`config.mk`:
```
export PLATFORM = sky130hd
export DESIGN_NAME = time_set_ctrl_flat
export DESIGN_NICKNAME = d
export VERILOG_FILES = /design/src/rtl/clock_pkg.sv /design/src/rtl/time_set_ctrl_if.sv /design/src/rtl/time_set_ctrl_btn_debounce.sv /design/src/rtl/time_set_ctrl.sv /design/src/flat_wrapper.sv
export SDC_FILE = /design/constraint.sdc
export NUM_CORES = 1
export LEC_CHECK = 0
export BUFFER_PORTS_ARGS = -buffer_cell sky130_fd_sc_hd__buf_4
export CAP_MARGIN = 15
export CELL_PAD_IN_SITES_DETAIL_PLACEMENT = 1
export CELL_PAD_IN_SITES_GLOBAL_PLACEMENT = 2
export CORE_UTILIZATION = 44
export CTS_CLUSTER_DIAMETER = 150
export DETAILED_ROUTE_END_ITERATION = 12
export GPL_TIMING_DRIVEN = 0
export PLACE_DENSITY = 0.8
export SETUP_SLACK_MARGIN = 0.1
export SYNTH_ARGS = -nofsm -noshare
export SYNTH_HDL_FRONTEND = slang
export SYNTH_SLANG_ARGS = --single-unit
```
`constraint.sdc`:
```
create_clock -name clk -period 2.65 [get_ports clk]
set_input_delay 0.53 -clock clk [delete_from_list [all_inputs] [get_ports clk]]
set_output_delay 0.53 -clock clk [all_outputs]
set_load 0.03 [all_outputs]
```
`src/rtl/clock_pkg.sv`:
```
// Shared clock-project definitions: set-mode encoding, control payload and default timing.
// Used by the button front end and the display path.
package clock_pkg;

    localparam int unsigned MODE_W = 2;

    localparam logic [MODE_W-1:0] MODE_RUN      = 2'd0;
    localparam logic [MODE_W-1:0] MODE_SET_SEC  = 2'd1;
    localparam logic [MODE_W-1:0] MODE_SET_MIN  = 2'd2;
    localparam logic [MODE_W-1:0] MODE_SET_HOUR = 2'd3;

    localparam int unsigned DEF_DEBOUNCE_CYCLES = 50000;
    localparam int unsigned DEF_REPEAT_DELAY    = 500000;
    localparam int unsigned DEF_REPEAT_PERIOD   = 125000;

    // Control word handed to the time counter each cycle.
    typedef struct packed {
        logic adjust_sec;
        logic adjust_min;
        logic adjust_hour;
        logic clear;
        logic keep;
    } ctrl_t;

    // Mode sequence RUN -> SET_SEC -> SET_MIN -> SET_HOUR -> RUN relies on the 2-bit wrap.
    function automatic logic [MODE_W-1:0] next_mode(input logic [MODE_W-1:0] cur);
        return cur + MODE_W'(1);
    endfunction

endpackage

```
`src/rtl/time_set_ctrl_if.sv`:
```
// Board-side buttons and counter-side control outputs of the time-set front end.
// master = board/stimulus side, slave = time_set_ctrl.
interface time_set_ctrl_if;
    import clock_pkg::*;

    logic              btn_mode;
    logic              btn_inc;
    logic              btn_clr;
    logic              adjust_sec;
    logic              adjust_min;
    logic              adjust_hour;
    logic              clear;
    logic              keep;
    logic [MODE_W-1:0] mode;

    modport master (
        output btn_mode, btn_inc, btn_clr,
        input  adjust_sec, adjust_min, adjust_hour, clear, keep, mode
    );

    modport slave (
        input  btn_mode, btn_inc, btn_clr,
        output adjust_sec, adjust_min, adjust_hour, clear, keep, mode
    );

endinterface

```
`src/rtl/time_set_ctrl_btn_debounce.sv`:
```
// One push-button input path: 2-flop synchroniser, hold-time debounce and a press strobe.
// press_c is high for the single cycle after the debounced level rises.
module btn_debounce
    import clock_pkg::*;
#(
    parameter int unsigned DEBOUNCE_CYCLES = DEF_DEBOUNCE_CYCLES
) (
    input  logic clk,
    input  logic rst_n,
    input  logic btn,
    output logic level,
    output logic press_c
);

    localparam int unsigned CNT_W = (DEBOUNCE_CYCLES > 1) ? $clog2(DEBOUNCE_CYCLES) : 1;

    logic [1:0]       sync_q;
    logic [CNT_W-1:0] cnt_q;
    logic             level_q;
    logic             level_d1_q;

    // Raw pin is asynchronous to clk; sync_q[1] is the first usable sample.
    always_ff @(posedge clk or negedge rst_n) begin
        if (!rst_n) begin
            sync_q <= 2'b00;
        end else begin
            sync_q <= {sync_q[0], btn};
        end
    end

    // Counter only runs while the synchronised level disagrees with the accepted level.
    always_ff @(posedge clk or negedge rst_n) begin
        if (!rst_n) begin
            cnt_q   <= '0;
            level_q <= 1'b0;
        end else if (sync_q[1] == level_q) begin
            cnt_q <= '0;
        end else if (cnt_q == CNT_W'(DEBOUNCE_CYCLES - 1)) begin
            cnt_q   <= '0;
            level_q <= sync_q[1];
        end else begin
            cnt_q <= cnt_q + CNT_W'(1);
        end
    end

    always_ff @(posedge clk or negedge rst_n) begin
        if (!rst_n) begin
            level_d1_q <= 1'b0;
        end else begin
            level_d1_q <= level_q;
        end
    end

    assign level   = level_q;
    assign press_c = level_q & ~level_d1_q;

endmodule

```
`src/rtl/time_set_ctrl.sv`:
```
// Set-mode front end for the sec/min/hour counter: debounced buttons, mode FSM, control pulses.
// Optional build macro AUTO_REPEAT_EN adds auto-repeat of adjust pulses while inc is held.
module time_set_ctrl
    import clock_pkg::*;
#(
    parameter int unsigned DEBOUNCE_CYCLES = DEF_DEBOUNCE_CYCLES,
    parameter int unsigned REPEAT_DELAY    = DEF_REPEAT_DELAY,
    parameter int unsigned REPEAT_PERIOD   = DEF_REPEAT_PERIOD
) (
    input  logic           clk,
    input  logic           rst_n,
    time_set_ctrl_if.slave bus
);

    // Zero-length timing would make the hold and repeat comparisons underflow.
    if (DEBOUNCE_CYCLES == 0 || REPEAT_DELAY == 0 || REPEAT_PERIOD == 0) begin : g_bad_params
        $error("time_set_ctrl: timing parameters must be non-zero");
    end

    logic mode_press_c;
    logic inc_press_c;
    logic clr_press_c;

    btn_debounce #(.DEBOUNCE_CYCLES(DEBOUNCE_CYCLES)) u_db_mode (
        .clk     (clk),
        .rst_n   (rst_n),
        .btn     (bus.btn_mode),
        .level   (),
        .press_c (mode_press_c)
    );

`ifdef AUTO_REPEAT_EN
    logic inc_level;
`endif

    btn_debounce #(.DEBOUNCE_CYCLES(DEBOUNCE_CYCLES)) u_db_inc (
        .clk     (clk),
        .rst_n   (rst_n),
        .btn     (bus.btn_inc),
`ifdef AUTO_REPEAT_EN
        .level   (inc_level),
`else
        .level   (),
`endif
        .press_c (inc_press_c)
    );

    btn_debounce #(.DEBOUNCE_CYCLES(DEBOUNCE_CYCLES)) u_db_clr (
        .clk     (clk),
        .rst_n   (rst_n),
        .btn     (bus.btn_clr),
        .level   (),
        .press_c (clr_press_c)
    );

    logic [MODE_W-1:0] state_q;
    logic [MODE_W-1:0] state_d;
    ctrl_t             out_q;
    ctrl_t             out_d;
    logic              adj_c;

`ifdef AUTO_REPEAT_EN
    localparam int unsigned REP_MAX = (REPEAT_DELAY > REPEAT_PERIOD) ? REPEAT_DELAY : REPEAT_PERIOD;
    localparam int unsigned REP_W   = (REP_MAX > 1) ? $clog2(REP_MAX) : 1;

    logic             rep_on_q;
    logic             rep_on_d;
    logic             rep_first_q;
    logic             rep_first_d;
    logic [REP_W-1:0] rep_cnt_q;
    logic [REP_W-1:0] rep_cnt_d;
    logic [REP_W-1:0] rep_lim_c;

    assign rep_lim_c = rep_first_q ? REP_W'(REPEAT_DELAY - 1) : REP_W'(REPEAT_PERIOD - 1);

    always_ff @(posedge clk or negedge rst_n) begin
        if (!rst_n) begin
            rep_on_q    <= 1'b0;
            rep_first_q <= 1'b0;
            rep_cnt_q   <= '0;
        end else begin
            rep_on_q    <= rep_on_d;
            rep_first_q <= rep_first_d;
            rep_cnt_q   <= rep_cnt_d;
        end
    end
`endif

    always_ff @(posedge clk or negedge rst_n) begin
        if (!rst_n) begin
            state_q <= MODE_RUN;
            out_q   <= '0;
        end else begin
            state_q <= state_d;
            out_q   <= out_d;
        end
    end

    // Press priority clr > mode > inc; losing events in the same cycle are discarded.
    always_comb begin
        state_d = state_q;
        out_d   = '0;
        adj_c   = 1'b0;
`ifdef AUTO_REPEAT_EN
        rep_on_d    = rep_on_q;
        rep_first_d = rep_first_q;
        rep_cnt_d   = rep_cnt_q;
`endif
        if (clr_press_c) begin
            out_d.clear = 1'b1;
`ifdef AUTO_REPEAT_EN
            rep_on_d = 1'b0;
`endif
        end else if (mode_press_c) begin
            state_d = next_mode(state_q);
`ifdef AUTO_REPEAT_EN
            rep_on_d = 1'b0;
`endif
        end else if (inc_press_c && (state_q != MODE_RUN)) begin
            adj_c = 1'b1;
`ifdef AUTO_REPEAT_EN
            rep_on_d    = 1'b1;
            rep_first_d = 1'b1;
            rep_cnt_d   = '0;
`endif
        end
`ifdef AUTO_REPEAT_EN
        else if (rep_on_q) begin
            if (!inc_level) begin
                rep_on_d = 1'b0;
            end else if (rep_cnt_q == rep_lim_c) begin
                adj_c       = 1'b1;
                rep_first_d = 1'b0;
                rep_cnt_d   = '0;
            end else begin
                rep_cnt_d = rep_cnt_q + REP_W'(1);
            end
        end
`endif
        out_d.keep        = (state_d != MODE_RUN);
        out_d.adjust_sec  = adj_c && (state_q == MODE_SET_SEC);
        out_d.adjust_min  = adj_c && (state_q == MODE_SET_MIN);
        out_d.adjust_hour = adj_c && (state_q == MODE_SET_HOUR);
    end

    assign bus.adjust_sec  = out_q.adjust_sec;
    assign bus.adjust_min  = out_q.adjust_min;
    assign bus.adjust_hour = out_q.adjust_hour;
    assign bus.clear       = out_q.clear;
    assign bus.keep        = out_q.keep;
    assign bus.mode        = state_q;

endmodule

```
`src/flat_wrapper.sv`:
```
// flat-port wrapper written by rule: the top's interface ports become plain ports
module time_set_ctrl_flat import clock_pkg::*;
#(
    parameter int unsigned DEBOUNCE_CYCLES = DEF_DEBOUNCE_CYCLES,
    parameter int unsigned REPEAT_DELAY    = DEF_REPEAT_DELAY,
    parameter int unsigned REPEAT_PERIOD   = DEF_REPEAT_PERIOD
)
  (clk, rst_n, bus_btn_mode, bus_btn_inc, bus_btn_clr, bus_adjust_sec, bus_adjust_min, bus_adjust_hour, bus_clear, bus_keep, bus_mode);
  time_set_ctrl_if bus_i ();
  input  logic clk;
  input  logic rst_n;
  input wire logic [$bits(bus_i.btn_mode)-1:0] bus_btn_mode;
  input wire logic [$bits(bus_i.btn_inc)-1:0] bus_btn_inc;
  input wire logic [$bits(bus_i.btn_clr)-1:0] bus_btn_clr;
  output wire logic [$bits(bus_i.adjust_sec)-1:0] bus_adjust_sec;
  output wire logic [$bits(bus_i.adjust_min)-1:0] bus_adjust_min;
  output wire logic [$bits(bus_i.adjust_hour)-1:0] bus_adjust_hour;
  output wire logic [$bits(bus_i.clear)-1:0] bus_clear;
  output wire logic [$bits(bus_i.keep)-1:0] bus_keep;
  output wire logic [$bits(bus_i.mode)-1:0] bus_mode;
  assign bus_i.btn_mode = bus_btn_mode;
  assign bus_i.btn_inc = bus_btn_inc;
  assign bus_i.btn_clr = bus_btn_clr;
  assign bus_adjust_sec = bus_i.adjust_sec;
  assign bus_adjust_min = bus_i.adjust_min;
  assign bus_adjust_hour = bus_i.adjust_hour;
  assign bus_clear = bus_i.clear;
  assign bus_keep = bus_i.keep;
  assign bus_mode = bus_i.mode;
  time_set_ctrl #(.DEBOUNCE_CYCLES(DEBOUNCE_CYCLES), .REPEAT_DELAY(REPEAT_DELAY), .REPEAT_PERIOD(REPEAT_PERIOD)) u_core (.clk(clk), .rst_n(rst_n), .bus(bus_i));
endmodule
```
==> flow_summary.rst, run 1 <==
.. list-table::
   :header-rows: 1

   * - Metric
     - Value
   * - Critical path startpoint category
     - flop
   * - Growth of design area from synthesis to finish
     - 12.6%
   * - Overall fraction of global-route tracks in use
     - 19.2%
   * - Fmax
     - 0.509 GHz
   * - Number of setup violations in the final report
     - 0
   * - Summed instance area of the synthesized netlist
     - 3010 sq um
   * - Antenna diodes
     - 0
   * - Cell count after synthesis
     - 280
   * - Unrepaired setup endpoints after global routing
     - false
   * - Placement Rows
     - 29
   * - Count of nets after finishing
     - 314
   * - DR vias
     - 2078
   * - Worst Tran Pin Value
     - 0.830 ns
   * - Primary FF master, synth
     - sky130_fd_sc_hd__dfrtp_1
   * - Count of port buffers added during placement
     - 11
   * - Leading area contributor after synthesis
     - sky130_fd_sc_hd__dfrtp_1
   * - Power density cells
     - 587 nW/um^2
   * - Die footprint
     - 7170 sq um
   * - Post-synth EDFFs
     - 0
   * - H-tree depth reported by CTS
     - 3
   * - Share of cells above drive strength 1
     - 11.7%
   * - Placer Congestion
     - 0.738
   * - Post-CTS setup repair buffer count
     - 0
   * - Wire length of the first global-routing pass
     - 10.6 mm
   * - DP HPWL
     - 3.88 mm
   * - Internal reg-to-reg setup slack
     - 0.68 ns
   * - Cts hold-fix bufs
     - 0
   * - Worst max-slew margin expressed relative to the limit
     - 44.7%
   * - Fraction of synthesized cell area taken by the top area cell type
     - 55.7%
   * - Antenna violations before repair
     - 0
   * - Placeable Area
     - 6460 sq um
   * - Synthesized Nets
     - 292
   * - Setup TNS after final layout
     - 0 ns
   * - TritonCTS buffer count
     - 9
   * - Peak ir drop on the vdd network
     - 0.396 mV
   * - Sequential Area
     - 1680 sq um
   * - Largest driver fanout on the critical path
     - 10
   * - Crit path required time
     - 2.88 ns
   * - Fraction of the yosys area taken by sequential cells
     - 55.7%
   * - Congestion Overflow GR
     - 0
   * - Vias in the first global route
     - 2174
   * - Wirelength, routed
     - 5.95 mm
   * - Ratio of final minimum period to clock period
     - 74.2%
   * - Commonest cells post-synth
     - sky130_fd_sc_hd__dfrtp_1 (67), sky130_fd_sc_hd__nor2_1 (52), sky130_fd_sc_hd__xnor2_1 (34)
   * - Gates resized, CTS repair
     - 0
   * - Pleak
     - 1.44 nW
   * - Worst reg-to-reg path cell count
     - 6
   * - Clock skew after layout
     - 0.00627 ns
   * - Number of nets with antenna violations after routing
     - 0
   * - Clk Tree Root Cell
     - sky130_fd_sc_hd__clkbuf_8
   * - Starting DRT DRC Count
     - 81
   * - Number of detailed-routing iterations run before antenna repair
     - 3
   * - Mean number of vias per cell
     - 5.41
   * - Num Clock Sinks
     - 67
   * - Largest net degree at the start of global routing
     - 68
   * - Post-detailed-route DRC marker count
     - 0
   * - Top Ports
     - 12
   * - Die H
     - 84.7 um
   * - Multi-input gate area in the final layout
     - 1280 sq um
   * - Setup CP Type
     - reg2reg
   * - Number of max-capacitance violations reported
     - 0
   * - Most used standard cell by instance count after synthesis
     - sky130_fd_sc_hd__dfrtp_1
   * - Async set-reset flop share out of synthesis
     - 100%
   * - Chip Width
     - 84.7 um
   * - Post-Synthesis Mean Instance Area
     - 10.7 sq um
   * - Final period demand of the worst path
     - 1.97 ns
   * - Count of cell types in the netlist
     - 27
   * - Worst hold-check path type
     - in2async
   * - Buffer depth of the longest clock path
     - 2
   * - Clock transition at the register clock pins on the worst setup and hold paths after CTS
     - 0.08 ns
   * - Number of warnings reported in the yosys synthesis log
     - 0
   * - Clock Latency Late Sink
     - 0.35 ns
   * - Layout fillers
     - 698
   * - Critical register-to-register path startpoint
     - u_core.u_db_mode.cnt_q[0]$_DFF_PN0_
   * - End of the worst register-to-register path
     - u_core.u_db_mode.cnt_q[13]$_DFF_PN0_
   * - Worst Path Arrival
     - 2.20 ns
   * - Top post-synthesis cells by area
     - sky130_fd_sc_hd__dfrtp_1 (56%), sky130_fd_sc_hd__xnor2_1 (9.9%), sky130_fd_sc_hd__nor2_1 (6.5%), sky130_fd_sc_hd__ha_1 (2.9%), sky130_fd_sc_hd__nand4_1 (2.9%)
   * - Max-slew violation count
     - 0
   * - Clock tree from TritonCTS
     - yes
   * - Status
     - completed
   * - Final hold violations
     - 0
   * - WHS
     - 0.278 ns
   * - Starting Density
     - 46.6%
   * - Element type at the critical path end
     - flop
   * - Post-DR wirelength/cell
     - 15.5 um
   * - Synthesis-stage register bit count
     - 67
==> routing by layer <==
| metal | global-route usage [%] | vias up | routed length [um] |
|---|---|---|---|
| li1 | - | 1007 | - |
| met1 | 25.4 | 1044 | 2880 |
| met4 | 9.71 | 0 | 110 |
| met2 | 30.0 | 17 | 2840 |
| met5 | 0 | - | 0 |
| met3 | 3.83 | 10 | 114 |
==> sequential cells by signal, summed over array words and instances (netlist names) <==
signal and cells:
u_core.bus.adjust_hour 1, u_core.bus.adjust_min 1, u_core.bus.adjust_sec 1, u_core.bus.clear 1, u_core.bus.keep 1, u_core.bus.mode 2, u_core.u_db_clr.cnt_q 16, u_core.u_db_clr.level 1
u_core.u_db_clr.level_d1_q 1, u_core.u_db_clr.sync_q 2, u_core.u_db_inc.cnt_q 16, u_core.u_db_inc.level 1, u_core.u_db_inc.level_d1_q 1, u_core.u_db_inc.sync_q 2, u_core.u_db_mode.cnt_q 16, u_core.u_db_mode.level 1
u_core.u_db_mode.level_d1_q 1, u_core.u_db_mode.sync_q 2
==> cells in the final DEF, fill, tap and decap left out <==
cell type	n
sky130_fd_sc_hd__buf_2	3
sky130_fd_sc_hd__o31ai_1	2
sky130_fd_sc_hd__bufinv_16	1
sky130_fd_sc_hd__nor2b_1	2
sky130_fd_sc_hd__dfrtp_1	67
sky130_fd_sc_hd__clkbuf_8	10
sky130_fd_sc_hd__nor2_1	52
sky130_fd_sc_hd__and2_1	3
sky130_fd_sc_hd__buf_4	12
sky130_fd_sc_hd__nor4_1	10
sky130_fd_sc_hd__inv_1	7
sky130_fd_sc_hd__or4_1	2
sky130_fd_sc_hd__a21oi_1	2
sky130_fd_sc_hd__inv_6	1
sky130_fd_sc_hd__and4_1	1
sky130_fd_sc_hd__and3_1	7
sky130_fd_sc_hd__nand4_1	14
sky130_fd_sc_hd__ha_1	7
sky130_fd_sc_hd__nor4b_1	3
sky130_fd_sc_hd__a31oi_1	1
sky130_fd_sc_hd__clkinv_2	2
sky130_fd_sc_hd__nand3_2	1
sky130_fd_sc_hd__nor3_1	10
sky130_fd_sc_hd__clkinvlp_4	2
sky130_fd_sc_hd__nand2_1	14
sky130_fd_sc_hd__nand3_1	15
sky130_fd_sc_hd__xor2_1	10
sky130_fd_sc_hd__nor4bb_1	6
sky130_fd_sc_hd__nand4b_1	1
sky130_fd_sc_hd__mux2_2	4
sky130_fd_sc_hd__xnor2_1	34
sky130_fd_sc_hd__nand2b_1	1
==> critical path, stage by stage, from the launching register on <==
cell	delay, ns
sky130_fd_sc_hd__dfrtp_1	0.39
sky130_fd_sc_hd__ha_1	0.22
sky130_fd_sc_hd__nand3_1	0.26
sky130_fd_sc_hd__nand4b_1	0.36
sky130_fd_sc_hd__nand2_1	0.26
sky130_fd_sc_hd__buf_2	0.28
sky130_fd_sc_hd__nor2_1	0.08
==> worst max-delay path by stage <==
stage,startpoint,end,slack [ns],cells past startpoint
2_1_floorplan,u_core.u_db_mode.cnt_q[0]$_DFF_PN0_,u_core.u_db_mode.cnt_q[10]$_DFF_PN0_,1.13,6
6_report,u_core.u_db_mode.cnt_q[0]$_DFF_PN0_,u_core.u_db_mode.cnt_q[13]$_DFF_PN0_,0.68,6
4_1_cts,u_core.u_db_mode.cnt_q[0]$_DFF_PN0_,u_core.u_db_mode.cnt_q[13]$_DFF_PN0_,0.64,6
3_3_place_gp,u_core.u_db_mode.cnt_q[0]$_DFF_PN0_,u_core.u_db_mode.cnt_q[8]$_DFF_PN0_,0.69,6
3_5_place_dp,u_core.u_db_mode.cnt_q[0]$_DFF_PN0_,u_core.u_db_mode.cnt_q[13]$_DFF_PN0_,0.67,6
5_1_grt,u_core.u_db_mode.cnt_q[0]$_DFF_PN0_,u_core.u_db_mode.cnt_q[13]$_DFF_PN0_,0.51,6
==> where the power goes <==
group / switching (mW) / internal [mW]
combinational: 0.0409 / 0.0169
sequential: 0.0160 / 1.04
clock: 0.419 / 0.460
==> area by class of cell <==
cell class                 count  share of cell area [%]
buffer                         4                   0.665
timing repair buffer          11                    2.44
sequential                    67                    49.5
clock buffer                  10                    4.06
tap                           77                    2.84
inverter                       7                   0.775
clock inverter                 6                    1.88
multi-input combinational    202                    37.9
==> cells by family (layout without fill, tap and decap cells) <==
kind of cell | count (synthesis) | in the layout | synth area share, %
AOI/OAI and AO/OA | 5 | 5 | 1.04
xor gates and xnor gates | 44 | 44 | 12.8
adders and majority gates | 7 | 7 | 2.91
buffers and inverters | 11 | 38 | 1.62
DFF | 67 | 67 | 55.7
muxes | 4 | 4 | 1.50
and+or+nand+nor | 142 | 142 | 24.4
==> through the flow <==
stage	total power, mW	std cells	setup WS (ns)	util [%]	instance area (sq um)
2_1_floorplan	1.10	280	1.13	-	3010
3_3_place_gp	1.13	368	0.687	49.3	3190
3_5_place_dp	1.13	368	0.670	49.3	3190
4_1_cts	2.03	384	0.640	52.5	3390
5_1_grt	2.07	384	0.506	52.5	3390
6_report	1.99	384	0.684	52.5	3390
Power figures use the tool's default switching activity.
==> run 2: changes to the inputs <==
Settings changed: CORE_UTILIZATION 44 to 37, PLACE_DENSITY 0.8 to 0.71.
Clock period 2.65 ns to 1.79 ns, I/O delays scaled along.
==> run 2 against run 1 <==
Effect of this change:
- sequential share of layout area decreased by 2.5 points
- critical path type unchanged
- register-to-register slack got worse by 0.51 ns
- first-iteration DRC count decreased by 3.7%
- highest routed layer unchanged
- cell area increased by 5.5%
- non-clock buffer count increased by 11
- setup slack got worse by 0.51 ns
- sequential power increased by 49%
- cell count increased by 9.4%
- die area increased by 18%
- fmax increased by 22%
- flip-flop and latch count unchanged
==> flow_summary.rst, run 2 (synthesized netlist as in run 1, its figures left out) <==
.. list-table::
   :header-rows: 1

   * - Metric
     - Value
   * - Worst hold-check path type
     - in2async
   * - Clock transition at the register clock pins on the worst setup and hold paths after CTS
     - 0.09 ns
   * - Final std cells w/o fill
     - 420
   * - Worst Tran Pin Value
     - 0.853 ns
   * - Critical path startpoint category
     - flop
   * - Wire length of the first global-routing pass
     - 10.4 mm
   * - Sequential cell fraction of total power
     - 55.4%
   * - Cts hold-fix bufs
     - 0
   * - Count of port buffers added during placement
     - 11
   * - Antenna diodes
     - 0
   * - Clock Latency Late Sink
     - 0.35 ns
   * - Growth of design area from synthesis to finish
     - 18.8%
   * - Number of detailed-routing iterations run before antenna repair
     - 4
   * - Placer Congestion
     - 0.720
   * - Slowest cell delay on critical path
     - 0.43 ns
   * - Area of placed instances
     - 3220 sq um
   * - Cell area after layout
     - 3570 sq um
   * - Number of nets with antenna violations after routing
     - 0
   * - Antenna violations before repair
     - 0
   * - Cell chain of the critical path
     - ha_2 -> and3_2 -> nand4_1 -> buf_4 -> mux2_2
   * - Element type at the critical path end
     - flop
   * - Congestion Overflow GR
     - 0
   * - Worst reg-to-reg path cell count
     - 5
   * - Wirelength, routed
     - 6.04 mm
   * - Unrepaired setup endpoints after global routing
     - false
   * - TritonCTS buffer count
     - 9
   * - Worst max-slew margin expressed relative to the limit
     - 43.1%
   * - Starting DRT DRC Count
     - 78
   * - Delay-heaviest family, CP
     - flip-flops
   * - Pleak
     - 1.47 nW
   * - Die H
     - 92.2 um
   * - Num Clock Sinks
     - 67
   * - Total power
     - 2.82 mW
   * - Number of setup violations in the final report
     - 0
   * - Clock skew after layout
     - 0.0165 ns
   * - Chip Width
     - 92.2 um
   * - Cell internal power dissipation
     - 2.12 mW
   * - Number of max-capacitance violations reported
     - 0
   * - Mean number of vias per cell
     - 5.01
   * - Top Ports
     - 12
   * - Power density cells
     - 788 nW/um^2
   * - Number of stages on the worst setup path
     - 5
   * - Clock tree from TritonCTS
     - yes
   * - Power share of the clock group
     - 40.5%
   * - Crit path required time
     - 2.01 ns
   * - Overall fraction of global-route tracks in use
     - 15.9%
   * - Vias in the first global route
     - 2145
   * - DP HPWL
     - 3.77 mm
   * - Gate power share
     - 4.1%
   * - Starting Density
     - 38.5%
   * - Buffer depth of the longest clock path
     - 2
   * - Commonest cells after routing, fill and taps aside
     - sky130_fd_sc_hd__dfrtp_1 (65), sky130_fd_sc_hd__nor2_1 (52), sky130_fd_sc_hd__xnor2_1 (34), sky130_fd_sc_hd__buf_4 (24)
   * - Largest net degree at the start of global routing
     - 68
   * - Most frequent standard cell in the layout excluding fill and tap cells
     - sky130_fd_sc_hd__dfrtp_1
   * - Final period demand of the worst path
     - 1.62 ns
   * - Largest driver fanout on the critical path
     - 4
   * - Number of placed instances with taps included
     - 393
   * - Max-slew violation count
     - 0
   * - Slowest cell on crit path
     - sky130_fd_sc_hd__dfrtp_2
   * - Placeable Area
     - 7810 sq um
   * - Final hold violations
     - 0
   * - Setup TNS after final layout
     - 0 ns
   * - Status
     - completed
   * - Switching power share of the total
     - 24.7%
   * - Clk Tree Root Cell
     - sky130_fd_sc_hd__clkbuf_8
   * - Layout fillers
     - 885
   * - WHS
     - 0.102 ns
   * - Share of cells above drive strength 1
     - 19.8%
   * - Die footprint
     - 8490 sq um
   * - Count of nets after finishing
     - 325
   * - Worst path buffer plus inverter count
     - 1
   * - DR vias
     - 2104
   * - Worst Path Arrival
     - 1.84 ns
   * - Largest registers in the final layout
     - u_core.u_db_clr.cnt_q: 16 flops, u_core.u_db_inc.cnt_q: 16 flops, u_core.u_db_mode.cnt_q: 16 flops
   * - H-tree depth reported by CTS
     - 3
   * - Placement Rows
     - 32
   * - Peak ir drop on the vdd network
     - 0.420 mV
   * - Fmax
     - 0.619 GHz
   * - Post-detailed-route DRC marker count
     - 0
   * - Post-DR wirelength/cell
     - 14.4 um
   * - Setup CP Type
     - reg2reg
   * - Net switching power
     - 0.697 mW
   * - Ratio of final minimum period to clock period
     - 90.3%
## run 2: final timing paths
path	from	endpoint	slack (ns)
setup reg to reg	u_core.u_db_inc.cnt_q[0]$_DFF_PN0_	u_core.u_db_inc.level$_DFFE_PN0P_	0.17
hold reg to reg	u_core.u_db_inc.sync_q[0]$_DFF_PN0_	u_core.u_db_inc.sync_q[1]$_DFF_PN0_	0.35
max in group asynchronous	rst_n	u_core.u_db_inc.cnt_q[0]$_DFF_PN0_	1.07
hold / removal	rst_n	u_core.u_db_clr.cnt_q[10]$_DFF_PN0_	0.10
min in group clk	bus_btn_clr	u_core.u_db_clr.sync_q[0]$_DFF_PN0_	0.12
setup / recovery	u_core.u_db_inc.cnt_q[0]$_DFF_PN0_	u_core.u_db_inc.level$_DFFE_PN0P_	0.17
## run 2: layout make-up
cell class,instances,area [sq um],area share [%]
flip-flops and latches,67,1680,47.0
clock buffers,10,138,3.85
inverters,7,26.3,0.735
repair buffers,22,165,4.62
well taps,102,128,3.57
clock inverters,6,41.3,1.16
plain buffers,4,37.5,1.05
multi-input cells,202,1360,38.0
## run 2: metal layers
metal	wire [um]	up-vias	track usage, %
met5	0	-	0
met4	122	0	8.20
met3	127	9	3.23
met2	2730	17	23.5
met1	3070	1045	21.9
li1	-	1033	-
## run 2: per-stage QoR
step	utilization [%]	setup WS, ns
2_1_floorplan	-	0.270
3_3_place_gp	41.2	-0.194
3_5_place_dp	41.2	-0.220
4_1_cts	44.2	0.105
5_1_grt	45.8	0.0417
6_report	45.8	0.173
## run 2: worst reg2reg max path, delay by kind of cell (launching register included)
family        cells  cell delay [ns]
buf+inv           1             0.14
simple gates      2             0.41
fa+ha+maj         1             0.21
flops             1             0.43
mux               1             0.31
## run 2: what timing repair did
item | in CTS | in global routing
pin swaps | 2 | 6
endpoints found under the setup margin | 36 | 32
gates resized for setup | 8 | 15
buffers inserted | 3 | 8
## run 2: power groups by stage
stage / registers, mW / clock network, mW / logic [mW]
after floorplan: 1.58 / 0 / 0.0391
after global placement: 1.59 / 0 / 0.0893
after detailed placement: 1.59 / 0 / 0.0915
after CTS: 1.56 / 1.18 / 0.0979
after global routing: 1.56 / 1.25 / 0.135
final: 1.56 / 1.14 / 0.115
==> run 3: changes to the inputs <==
--- a/config.mk
+++ b/config.mk
@@ -9,5 +9,5 @@
 export CAP_MARGIN = 15
-export CELL_PAD_IN_SITES_DETAIL_PLACEMENT = 1
-export CELL_PAD_IN_SITES_GLOBAL_PLACEMENT = 2
-export CORE_UTILIZATION = 37
+export CELL_PAD_IN_SITES_DETAIL_PLACEMENT = 0
+export CELL_PAD_IN_SITES_GLOBAL_PLACEMENT = 1
+export CORE_UTILIZATION = 44
 export CTS_CLUSTER_DIAMETER = 150
@@ -16,2 +16,3 @@
 export PLACE_DENSITY = 0.71
+export RECOVER_POWER = 25
 export SETUP_SLACK_MARGIN = 0.1
--- a/constraint.sdc
+++ b/constraint.sdc
@@ -3,2 +3,2 @@
 set_output_delay 0.358 -clock clk [all_outputs]
-set_load 0.03 [all_outputs]
+set_load 0.05 [all_outputs]
==> run 3 against run 2 <==
Effect of this change:
- clock power up 25%
- setup slack got worse by 0.024 ns
- flip-flop and latch count unchanged
- worst hold slack improved by 0.044 ns
- clock skew fell by 0.010 ns
- via count is 0.71% lower
- critical path depth is the same
- register-to-register slack worse by 0.02 ns
- core utilization up 9.0 points
- combinational power down 11%
==> flow_summary.rst, run 3 (synthesized netlist as in run 1, its figures left out) <==
.. list-table::
   :header-rows: 1

   * - Metric
     - Value
   * - Largest net degree at the start of global routing
     - 68
   * - Setup CP Type
     - reg2reg
   * - Congestion Overflow GR
     - 0
   * - Worst Path Arrival
     - 1.86 ns
   * - Max-slew violation count
     - 0
   * - Element type at the critical path end
     - flop
   * - Final std cells w/o fill
     - 395
   * - Most frequent standard cell in the layout excluding fill and tap cells
     - sky130_fd_sc_hd__dfrtp_1
   * - Clock Latency Late Sink
     - 0.34 ns
   * - Peak ir drop on the vdd network
     - 0.574 mV
   * - Clock transition at the register clock pins on the worst setup and hold paths after CTS
     - 0.07 ns
   * - Largest registers in the final layout
     - u_core.u_db_clr.cnt_q: 16 flops, u_core.u_db_inc.cnt_q: 16 flops, u_core.u_db_mode.cnt_q: 16 flops
   * - Cell chain of the critical path
     - ha_1 -> and3_1 -> nand4_1 -> buf_4 -> mux2_2
   * - Placement Rows
     - 29
   * - Placer Congestion
     - 0.731
   * - Worst Tran Pin Value
     - 1.44 ns
   * - Clk Tree Root Cell
     - sky130_fd_sc_hd__clkbuf_8
   * - Die H
     - 84.7 um
   * - Critical path startpoint category
     - flop
   * - Post-DR wirelength/cell
     - 13.2 um
   * - Worst path buffer plus inverter count
     - 1
   * - Wire length of the first global-routing pass
     - 9.51 mm
   * - Post-detailed-route DRC marker count
     - 0
   * - Delay-heaviest family, CP
     - flip-flops
   * - Buffer depth of the longest clock path
     - 2
   * - Ratio of final minimum period to clock period
     - 91.6%
   * - Starting Density
     - 46.6%
   * - Clock tree from TritonCTS
     - yes
   * - Cts hold-fix bufs
     - 0
   * - TritonCTS buffer count
     - 9
   * - Antenna violations before repair
     - 0
   * - Count of port buffers added during placement
     - 11
   * - Vias in the first global route
     - 2057
   * - Number of nets with antenna violations after routing
     - 0
   * - Area of placed instances
     - 3190 sq um
   * - Slowest cell on crit path
     - sky130_fd_sc_hd__dfrtp_1
   * - Final period demand of the worst path
     - 1.64 ns
   * - Antenna diodes
     - 0
   * - Power density cells
     - 871 nW/um^2
   * - Mean number of vias per cell
     - 5.29
   * - Num Clock Sinks
     - 67
   * - Die footprint
     - 7170 sq um
   * - Top Ports
     - 12
   * - DR vias
     - 2089
   * - Slowest cell delay on critical path
     - 0.41 ns
   * - H-tree depth reported by CTS
     - 3
   * - Status
     - completed
   * - Chip Width
     - 84.7 um
   * - DP HPWL
     - 3.30 mm
   * - Worst hold-check path type
     - in2reg
   * - Unrepaired setup endpoints after global routing
     - true
   * - Fmax
     - 0.610 GHz
   * - Crit path required time
     - 2.01 ns
   * - Overall fraction of global-route tracks in use
     - 17.1%
   * - Commonest cells after routing, fill and taps aside
     - sky130_fd_sc_hd__dfrtp_1 (66), sky130_fd_sc_hd__nor2_1 (52), sky130_fd_sc_hd__xnor2_1 (34), sky130_fd_sc_hd__buf_4 (21)
   * - Wirelength, routed
     - 5.23 mm
   * - Number of detailed-routing iterations run before antenna repair
     - 4
   * - Cell area after layout
     - 3530 sq um
   * - Number of max-capacitance violations reported
     - 0
   * - Pleak
     - 1.50 nW
   * - Largest driver fanout on the critical path
     - 4
   * - Starting DRT DRC Count
     - 98
   * - Clock skew after layout
     - 0.00606 ns
   * - Growth of design area from synthesis to finish
     - 17.5%
   * - Final hold violations
     - 0
   * - Worst max-slew margin expressed relative to the limit
     - 4.27%
   * - Count of nets after finishing
     - 325
   * - Number of setup violations in the final report
     - 0
   * - Layout fillers
     - 583
   * - Placeable Area
     - 6460 sq um
   * - Share of cells above drive strength 1
     - 17.0%
   * - Number of placed instances with taps included
     - 368
-- run 3: cell types whose count changed in the layout (fill, tap and decap cells not counted), sizes merged --
cell / before / now
buf: 26 / 22
bufinv: 0 / 2
clkbuf: 10 / 16
clkinv: 3 / 1
clkinvlp: 3 / 1
-- run 3: worst paths after layout --
kind / start / end / slack, ns / cells past startpoint
setup reg to reg: u_core.u_db_clr.cnt_q[0]$_DFF_PN0_ / u_core.u_db_clr.level$_DFFE_PN0P_ / 0.15 / 5
hold reg to reg: u_core.u_db_inc.sync_q[0]$_DFF_PN0_ / u_core.u_db_inc.sync_q[1]$_DFF_PN0_ / 0.35 / 0
setup / recovery: u_core.u_db_clr.cnt_q[0]$_DFF_PN0_ / u_core.u_db_clr.level$_DFFE_PN0P_ / 0.15 / 5
min in group asynchronous: rst_n / u_core.u_db_clr.cnt_q[15]$_DFF_PN0_ / 0.36 / 1
hold / removal: bus_btn_mode / u_core.u_db_mode.sync_q[0]$_DFF_PN0_ / 0.15 / 1
max in group asynchronous: rst_n / u_core.u_db_inc.cnt_q[0]$_DFF_PN0_ / 0.46 / 1
-- run 3: cell type report --
type / instances / area, sq um / area share, %
Buffer: 4 / 30.0 / 0.850
Clock buffer: 12 / 155 / 4.39
Clock inverter: 4 / 72.6 / 2.05
Inverter: 7 / 26.3 / 0.743
Multi-Input combinational cell: 202 / 1310 / 37.2
Sequential cell: 67 / 1680 / 47.5
Tap cell: 77 / 96.3 / 2.73
Timing Repair Buffer: 22 / 163 / 4.60
-- run 3: metrics by stage --
| step | util (%) | power [mW] | worst slack [ns] | setup TNS (ns) | hold slack, ns |
|---|---|---|---|---|---|
| 3_3_place_gp | 49.3 | 1.67 | -0.167 | -1.63 | 0.334 |
| 5_1_grt | 54.7 | 3.21 | 0.0566 | 0 | 0.123 |
| 6_report | 54.7 | 3.08 | 0.150 | 0 | 0.146 |
| 4_1_cts | 53.2 | 3.11 | 0.0996 | 0 | 0.105 |
| 3_5_place_dp | 49.3 | 1.68 | -0.134 | -1.35 | 0.337 |
| 2_1_floorplan | - | 1.62 | 0.228 | 0 | 0.0624 |
-- run 3: timing repair --
action,4_1_cts,5_1_grt
endpoints found under the hold margin,0,0
pin swaps,0,4
endpoints found under the setup margin,30,31
gates resized for setup,5,7
setup buffers,1,10
-- run 3: layer usage --
metal | part of all wire [%] | vias to the layer above | routed length [um] | global-route usage (%)
met5 | 0 | - | 0 | 0
met3 | 3.8 | 11 | 200 | 4.42
met1 | 51 | 1007 | 2670 | 23.3
met2 | 43 | 31 | 2270 | 25.0
met4 | 1.8 | 0 | 94 | 9.24
li1 | - | 1040 | - | -
-- run 3: report_power, final --
part / switching (mW) / internal, mW
logic: 0.0633 / 0.0391
registers: 0.0221 / 1.54
clock network: 0.559 / 0.859
total: 0.645 / 2.43
